`src/rtl/accel_sequencer.sv`:
```
// Accelerometer bring-up and polling sequencer in front of a generic SPI master.
// Optional watchdog: define SEQ_TIMEOUT_EN to halt on a stalled SPI handshake.
module accel_sequencer #(
  parameter int         N_AXES         = 3,
  parameter logic [7:0] WHOAMI_VAL     = 8'h33,
  parameter logic [7:0] CTRL1_VAL      = 8'h77,
  parameter int         LED_AXIS       = 0,
  parameter int         POLL_GAP       = 16,
  parameter int         TIMEOUT_CYCLES = 4096
) (
  input  logic                  clk_in,
  input  logic                  nrst,
  output logic [31:0]           spi_mosi_data,
  input  logic [31:0]           spi_miso_data,
  output logic [5:0]            spi_nbits,
  output logic                  spi_request,
  input  logic                  spi_ready,
  output logic [16*N_AXES-1:0]  axis_data,
  output logic                  sweep_valid,
  output logic                  error,
  output logic [1:0]            err_code,
  output logic [7:0]            led_out
);

  typedef enum logic [3:0] {
    S_WHOAMI, S_WHOAMI_WAIT, S_INIT, S_INIT_WAIT,
    S_READ, S_READ_WAIT, S_LEDOUT, S_GAP, S_HALT
  } state_t;

  localparam logic [1:0]  LAST_AXIS = 2'(N_AXES - 1);
  localparam logic [15:0] GAP_LOAD  = 16'(POLL_GAP);

  state_t      state;
  logic [1:0]  init_idx;
  logic [1:0]  axis_idx;
  logic [15:0] gap_cnt;
  logic [31:0] req_frame;
  logic [5:0]  req_nbits;
  logic        is_req;
  logic        req_start;
  logic        req_taken;
  logic        tmo_hit;
  logic [7:0]  led_hi;
  logic        unused_miso;

  // A request is raised only while the master reports idle, and is withdrawn
  // once the master acknowledges by dropping spi_ready.
  assign is_req    = (state == S_WHOAMI) || (state == S_INIT) || (state == S_READ);
  assign req_start = is_req && !spi_request && spi_ready;
  assign req_taken = is_req && spi_request && !spi_ready;
  assign led_hi    = axis_data[16*LED_AXIS+8 +: 8];
  assign unused_miso = ^spi_miso_data[31:16];

  // NOTE: every output of an always_comb gets a default first so no latch is inferred.
  always_comb begin
    req_frame = 32'h0;
    req_nbits = 6'd15;
    case (state)
      S_WHOAMI: req_frame = 32'h0000_8F00;
      S_INIT: begin
        case (init_idx)
          2'd0:    req_frame = {16'h0, 8'h20, CTRL1_VAL};
          2'd1:    req_frame = 32'h0000_1FC0;
          default: req_frame = 32'h0000_2388;
        endcase
      end
      S_READ: begin
        req_frame = {8'h00, 8'hC0 | (8'h28 + {5'b0, axis_idx, 1'b0}), 16'h0000};
        req_nbits = 6'd23;
      end
      default: ;
    endcase
  end

`ifdef SEQ_TIMEOUT_EN
  state_t      tmo_state;
  logic [31:0] tmo_cnt;
  logic        timed;

  assign timed = is_req || (state == S_WHOAMI_WAIT) || (state == S_INIT_WAIT) ||
                 (state == S_READ_WAIT);

  // tmo_cnt holds the number of cycles spent in the current state.
  always_ff @(posedge clk_in) begin
    if (!nrst) begin
      tmo_state <= S_WHOAMI;
      tmo_cnt   <= '0;
    end else begin
      tmo_state <= state;
      if (!timed)                  tmo_cnt <= '0;
      else if (state != tmo_state) tmo_cnt <= 32'd1;
      else                         tmo_cnt <= tmo_cnt + 32'd1;
    end
  end

  assign tmo_hit = timed && (state == tmo_state) &&
                   (tmo_cnt == 32'(TIMEOUT_CYCLES - 1));
`else
  assign tmo_hit = 1'b0;
`endif

  // NOTE: sequential state is updated with non-blocking assignments only.
  always_ff @(posedge clk_in) begin
    if (!nrst) begin
      state         <= S_WHOAMI;
      init_idx      <= '0;
      axis_idx      <= '0;
      gap_cnt       <= '0;
      spi_request   <= 1'b0;
      spi_mosi_data <= '0;
      spi_nbits     <= '0;
      axis_data     <= '0;
      sweep_valid   <= 1'b0;
      error         <= 1'b0;
      err_code      <= 2'd0;
      led_out       <= 8'hFF;
    end else begin
      sweep_valid <= 1'b0;
      if (req_start) begin
        spi_request   <= 1'b1;
        spi_mosi_data <= req_frame;
        spi_nbits     <= req_nbits;
      end else if (req_taken) begin
        spi_request <= 1'b0;
      end

      case (state)
        S_WHOAMI: begin
          led_out <= 8'hFE;
          if (req_taken) state <= S_WHOAMI_WAIT;
        end
        S_WHOAMI_WAIT: begin
          if (spi_ready) begin
            if (spi_miso_data[7:0] != WHOAMI_VAL) begin
              state    <= S_HALT;
              error    <= 1'b1;
              err_code <= 2'd1;
              led_out  <= 8'h00;
            end else begin
              state    <= S_INIT;
              init_idx <= 2'd0;
            end
          end
        end
        S_INIT: begin
          led_out <= ~(8'h02 << init_idx);
          if (req_taken) state <= S_INIT_WAIT;
        end
        S_INIT_WAIT: begin
          if (spi_ready) begin
            if (init_idx == 2'd2) begin
              state    <= S_READ;
              axis_idx <= 2'd0;
            end else begin
              init_idx <= init_idx + 2'd1;
              state    <= S_INIT;
            end
          end
        end
        S_READ: begin
          if (req_taken) state <= S_READ_WAIT;
        end
        S_READ_WAIT: begin
          if (spi_ready) begin
            // Sensor returns the low byte first; store as {H, L}.
            for (int a = 0; a < N_AXES; a++) begin
              if (axis_idx == 2'(a))
                axis_data[16*a +: 16] <= {spi_miso_data[7:0], spi_miso_data[15:8]};
            end
            if (axis_idx == LAST_AXIS) begin
              state <= S_LEDOUT;
            end else begin
              axis_idx <= axis_idx + 2'd1;
              state    <= S_READ;
            end
          end
        end
        S_LEDOUT: begin
          sweep_valid <= 1'b1;
          led_out     <= 8'h01 << ((led_hi ^ 8'h80) >> 5);
          gap_cnt     <= GAP_LOAD;
          axis_idx    <= 2'd0;
          state       <= (GAP_LOAD == 16'd0) ? S_READ : S_GAP;
        end
        S_GAP: begin
          gap_cnt <= gap_cnt - 16'd1;
          if (gap_cnt <= 16'd1) state <= S_READ;
        end
        S_HALT: begin
          spi_request <= 1'b0;
          error       <= 1'b1;
          led_out     <= 8'h00;
        end
        default: state <= S_HALT;
      endcase

      if (tmo_hit) begin
        state       <= S_HALT;
        spi_request <= 1'b0;
        error       <= 1'b1;
        err_code    <= 2'd2;
        led_out     <= 8'h00;
      end
    end
  end

endmodule

```
`config.mk`:
```
export PLATFORM = sky130hd
export DESIGN_NAME = accel_sequencer
export DESIGN_NICKNAME = d
export VERILOG_FILES = /design/src/rtl/accel_sequencer.sv
export SDC_FILE = /design/constraint.sdc
export NUM_CORES = 1
export LEC_CHECK = 0
export CAP_MARGIN = 5
export CORE_MARGIN = 2
export CORE_UTILIZATION = 47
export CTS_CLUSTER_SIZE = 24
export DETAILED_ROUTE_END_ITERATION = 6
export GPL_TIMING_DRIVEN = 1
export MAX_ROUTING_LAYER = met4
export PLACE_DENSITY = 0.87
export RECOVER_POWER = 50
export SETUP_SLACK_MARGIN = 0.4
export SYNTH_ARGS = -nofsm -noshare
export SYNTH_HDL_FRONTEND = slang
export SYNTH_SLANG_ARGS = --single-unit
```
`constraint.sdc`:
```
create_clock -name clk_in -period 2.4 [get_ports clk_in]
set_input_delay 0.36 -clock clk_in [delete_from_list [all_inputs] [get_ports clk_in]]
set_output_delay 0.36 -clock clk_in [all_outputs]
set_load 0.01 [all_outputs]
```
==> impl_metrics.ini, run 1 <==
[final_layout]
post-route-util = 0.641
n_antenna_cell = 0
fillers = 712
final_area_um2 = 5860
drive_above_1_share = 0.127
area_growth_syn_to_layout_pct = 33.5
fin_cells = 780
layout.nets = 709

[logic_synthesis]
synth_edf_count = 0
syn_avg_cell_area_um2 = 7.94
synth_top_area_frac = 0.451
synth-main-ff-cell = dfxtp_1
synth_cells = 553
netlist_area_um2 = 4390
seq_area_frac_synth = 0.451
synthTopCellsByArea = dfxtp_1 45%, nand2_1 11%, a21oi_1 8.5%, buf_4 4.1%, nor2_1 3.4%
yosys.area.top_type = dfxtp_1
ys_types = 52
synth_warnings = 0
ys_seq_elements = 99
async_flop_share = 0

[grt]
grt_max_degree = 41
grt_pass1_vias = 3933
grt-ovfl-total = 0
track_usage = 0.232
grt_antenna_before_repair = 0
grt_pass1_wl_mm = 18.4

[routing]
drc = 0
ant_nets = 0
via_per_inst = 5.41
wl_per_cell_um = 14.8
drt_iter0_markers = 209
wl_mm = 11.5
drtPass1Iterations = 5
num_vias = 4223

[sta]
fmax_ghz = 0.492
period_share = 0.847
worst_slack_ns = 0.367
worst_slew_pin_slew_ns = 0.516
relSlewSlack = 0.656
final-hold-violation-count = 0
finalSetupViolations = 0
slew_violations = 0
fin_worst_skew_ns = 0.0123
min_period_ns = 2.03
holdWs_ns = 0.458
rsz0062_at_grt = true

[clock_network]
cts_num_sinks = 99
cts_tree = yes
insertion_delay_ns = 0.37
cts_buffers = 9
cts_buffer_depth = 2
h-tree-depth = 3
root_buffer = clkbuf_8
clk_pin_slew_ns = 0.10

[setup_path]
crit_required_ns = 2.70
arrival_ns = 2.33
crit_chain = inv_2 > ha_4 > or3b_4 > or4_4 > or3_4 > a21oi_2
max_stage_delay_ns = 0.54
worstSetupEndpointType = flip-flop
critPathKind = flip-flop to flip-flop
worst_setup_path_start_kind = flip-flop
cp_max_fo = 4
crit_slowest_cell = or4_4

[pwr]
p_switching_uw = 857
pwr-share-comb = 0.110
switching_share = 0.277
clockPowerShare = 0.339
p_int_uw = 2240
peakVddDrop_mv = 0.352
power.leakage_uw = 0.00234
p_per_area_nw_per_um2 = 528
seq_power_share = 0.551

[die]
fp-row-count = 35
io_pins = 134
fp.dieW_um = 101
dieArea_um2 = 10100
die_h_um = 101
start_util = 0.480
coreArea_um2 = 9150

[run]
maxCapViolCount = 0

[outcome]
status = finished, final reports clean

[min_path]
hold_class = flip-flop to flip-flop

[placement]
dp_cells = 755
hpwl_mm = 8.22
portBuffers = 104
gp_congestion = 0.972
placed_area_um2 = 5560
dpl_worst_slack_ns = -0.0544
==> stage by stage <==
stage | total power (uW) | setup TNS [ns]
after floorplan | 1940 | 0
after global placement | 2090 | -0.0301
after detailed placement | 2100 | -0.0544
after CTS | 3130 | 0
after global routing | 3220 | 0
final | 3100 | 0
==> Yosys cell counts (all sizes together) (3+ instances only) <==
| cell type | instances |
|---|---|
| a31oi | 3 |
| nor3 | 13 |
| nand3 | 10 |
| a21oi | 75 |
| clkbuf | 31 |
| o21ai | 9 |
| nand2 | 129 |
| nor2 | 40 |
| or4 | 4 |
| dfxtp | 99 |
| or2 | 3 |
| buf | 24 |
| inv | 13 |
| and2 | 5 |
| o211ai | 11 |
| nor3b | 3 |
| or3 | 6 |
| xnor2 | 9 |
| o21a | 3 |
| nor4 | 8 |
| nor2b | 8 |
| ha | 10 |
==> cell families after synthesis <==
kind of cell / Yosys count / synth area share
DFF: 99 / 0.451
muxes: 4 / 0.00969
adders and majority gates: 10 / 0.0285
xor gates and xnor gates: 11 / 0.0219
AOI/OAI and AO/OA: 116 / 0.153
buffers and inverters: 68 / 0.0789
and+or+nand+nor: 244 / 0.256
other: 1 / 0.000854
==> power groups by stage <==
stage	Sequential, uW	Clock, uW	Combinational [uW]
after floorplan	1750	0	188
after global placement	1740	0	345
after detailed placement	1750	0	355
after CTS	1710	1060	359
after global routing	1710	1130	371
final	1700	1050	342
==> placed cells by master (no fill, tap or decap), types with 4 or more instances in the layout <==
cell	n
and2_1	5
conb_1	13
nor3_1	11
a21oi_1	73
dfxtp_2	4
nor2_1	40
clkdlybuf4s50_1	24
clkbuf_8	9
nand3_1	10
nor2b_1	7
inv_1	10
nor4_1	7
xnor2_1	9
buf_4	36
nand2_1	129
dfxtp_1	94
dlygate4sd3_1	79
o211ai_1	11
ha_1	8
o21ai_0	8
or3_1	5
==> state kept, by name, indices dropped and copies added (netlist names) <==
register	count
axis_data	48
gap_cnt	16
spi_mosi_data	12
led_out	8
state	4
spi_nbits	3
axis_idx	2
init_idx	2
err_code	1
error	1
spi_request	1
sweep_valid	1
==> critical path: cells and delay by family (launching register included) <==
kind	cells	cell delay, ns
simple gates	3	1.27
flops	1	0.34
fa+ha+maj	1	0.14
compound gates	1	0.13
buf+inv	1	0.08
==> final cells by class <==
class	count	area [um2]	share of cell area
clock buffers	9	124	0.0211
clock inverters	7	70.1	0.0119
inverters	13	48.8	0.00832
multi-input cells	398	2170	0.370
flip-flops and latches	99	1990	0.339
well taps	111	139	0.0237
repair buffers	143	1320	0.225
==> final timing paths <==
kind,start,end,slack (ns),depth (start not counted)
worst max-delay path,gap_cnt[0],gap_cnt[14],0.37,6
worst min-delay path,axis_data[45],axis_data[45],0.46,2
worst max register to register,gap_cnt[0],gap_cnt[14],0.37,6
worst min register to register,axis_data[45],axis_data[45],0.46,2
==> layer usage <==
layer | GRT usage | wire length [um]
met1 | 0.275 | 4830
met2 | 0.381 | 5660
met3 | 0.0354 | 612
met4 | 0.118 | 423
met5 | - | 0
==> repair_timing <==
action / 4_1_cts / 5_1_grt
pin swaps: 6 / 5
setup buffers: 3 / 6
endpoints found under the setup margin: 10 / 45
hold buffers: 0 / 0
resized for setup: 7 / 13
(Power assumes the default switching activity.)
==> inputs of run 2 (changes only) <==
CORE_UTILIZATION = 42   (was 47)
PLACE_DENSITY = 0.83   (was 0.87)
clock period = 1.63 ns   (was 2.4 ns; I/O delays follow)
==> run 2 against run 1 <==
  * The run now ends with negative setup slack left
  * Critical path type unchanged
  * Clock-buffer cell count unchanged
  * Critical path depth is 1 higher
  * Worst hold slack got worse by 0.16 ns
  * Power rose by 67%
  * Critical endpoint is now gap_cnt[15]
  * Global-route usage up 14 points
  * Final cell count is 19% higher
  * Sequential cell count stayed put
  * Highest routed layer unchanged
  * Combinational power grew to 2.7 times the previous value
  * Clock power increased by 63%
  * First-iteration DRC count increased to 3.7 times the previous value
  * Sequential power rose by 48%
  * Via count rose by 42%
==> impl_metrics.ini, run 2 (synthesized netlist as in run 1, its figures left out) <==
[outcome]
status = complete, but fails checks
violations = negative setup slack

[die]
fp-row-count = 37
die_h_um = 106
dieArea_um2 = 11300
fp.dieW_um = 106
io_pins = 134
coreArea_um2 = 10200
start_util = 0.429

[run]
maxCapViolCount = 0

[placement]
hpwl_mm = 9.18
gp_congestion = 0.876
dpl_worst_slack_ns = -0.576
portBuffers = 104
placed_area_um2 = 6240

[routing]
wl_per_cell_um = 28.1
ant_nets = 0
num_vias = 6015
wl_mm = 26.2
drt_iter0_markers = 763
via_per_inst = 6.45
drtPass1Iterations = 6
drc = 0

[sta]
fin_worst_skew_ns = 0.0250
relSlewSlack = 0.479
worst_slack_ns = -0.384
rsz0062_at_grt = true
min_period_ns = 2.01
finalSetupViolations = 94
period_share = 1.24
fmax_ghz = 0.497
slew_violations = 0
worst_slew_pin_slew_ns = 0.781
final-hold-violation-count = 0

[clock_network]
cts_buffer_depth = 2
insertion_delay_ns = 0.41
clk_pin_slew_ns = 0.12
root_buffer = clkbuf_8
cts_num_sinks = 99
h-tree-depth = 3
cts_buffers = 9
cts_tree = yes

[setup_path]
cp_max_fo = 5
worst_setup_path_start_kind = flip-flop
max_stage_delay_ns = 0.56
crit_slowest_cell = or4_4
arrival_ns = 2.31
crit_chain = or4_4 > buf_8 > buf_6 > or2_4 > nor4_4 > xnor2_1 > nor2_1
critPathKind = flip-flop to flip-flop
worstSetupEndpointType = flip-flop
cp_top_family = simple AND/OR/NAND/NOR gates
crit_required_ns = 1.92
path_buf_inv = 2

[final_layout]
area_growth_syn_to_layout_pct = 88.8
final_area_um2 = 8290
regMostFlops = axis_data
post-route-util = 0.810
largest_reg_flops = 48
layout_commonest_cell = buf_4
reg_top3 = axis_data (48), gap_cnt (16), spi_mosi_data (12)
final_cell_mix = 101 x buf_4, 64 x a21oi_2, 55 x dfxtp_1, 51 x nand2_1
layout.nets = 834
drive_above_1_share = 0.665

[grt]
grt_max_degree = 28
grt_pass1_vias = 5681
track_usage = 0.370
grt-ovfl-total = 0
grt_pass1_wl_mm = 31.3
grt_antenna_before_repair = 2

[min_path]
hold_class = input port to flip-flop

[pwr]
power.leakage_uw = 0.00324
p_per_area_nw_per_um2 = 623
peakVddDrop_mv = 0.488
==> run 2: cell types whose count changed in the layout (fill, tap and decap cells not counted), moves of 13 or more <==
cell             change
dlygate4sd3_1       -79
nand2_1             -78
buf_4               +65
a21oi_1             -64
a21oi_2             +62
buf_6               +46
nand2_4             +46
dfxtp_1             -39
buf_2               +37
dfxtp_2             +33
nand2_2             +28
clkdlybuf4s15_2     +20
clkdlybuf4s50_1     -14
clkbuf_1            +13
==> run 2: through the flow <==
step                      hold WS (ns)  std cells  TNS [ns]  power, uW
after floorplan                  0.380        565     -1.95       2910
after global placement           0.437        817     -6.83       3150
after detailed placement         0.444        817     -8.84       3160
after CTS                        0.276        888     -2.63       4850
after global routing             0.312        932    -14.66       5250
final                            0.296        932    -13.00       5160
==> run 2: metal layers <==
| layer | part of all wire | vias to the layer above | wire length [um] | GRT usage |
|---|---|---|---|---|
| met4 | 0.11 | 0 | 2860 | 0.279 |
| met2 | 0.45 | 586 | 11700 | 0.623 |
| met1 | 0.31 | 2838 | 8220 | 0.373 |
| met3 | 0.13 | 268 | 3420 | 0.0846 |
| met5 | 0 | - | 0 | - |
| li1 | - | 2323 | - | - |
==> run 2: worst paths after layout <==
path	startpoint	to	slack, ns	cells past startpoint
worst min-delay path	spi_miso_data[2]	axis_data[42]	0.30	3
worst max register to register	gap_cnt[5]	gap_cnt[15]	-0.38	7
worst min register to register	axis_data[27]	axis_data[27]	0.48	2
worst max-delay path	gap_cnt[5]	gap_cnt[15]	-0.38	7
==> run 2: repair_timing <==
| action | in CTS | in global routing |
|---|---|---|
| resized for setup | 548 | 164 |
| hold buffers | 0 | 0 |
| setup buffers | 45 | 42 |
| hold endpoints to repair | 0 | 0 |
| endpoints found under the setup margin | 181 | 172 |
| gates cloned | 10 | 0 |
| pin swaps | 148 | 58 |
==> run 2: cell type report <==
cell class | count | area [um2]
timing repair buffer | 262 | 2270
multi-input combinational | 404 | 3530
tap | 136 | 170
antenna | 2 | 5.00
clock buffer | 9 | 124
sequential | 99 | 2050
fill | 481 | 1940
inverter | 13 | 48.8
clock inverter | 7 | 80.1
==> run 2: power breakdown <==
group	switching (uW)	internal, uW
clock network	1100	612
logic	534	397
registers	54.3	2470
total	1690	3480
==> run 2: tightest hold or removal path, cell delays in order <==
cell and delay (ns):
dlygate4sd2_1 0.29, nand2_1 0.10, a21oi_2 0.05
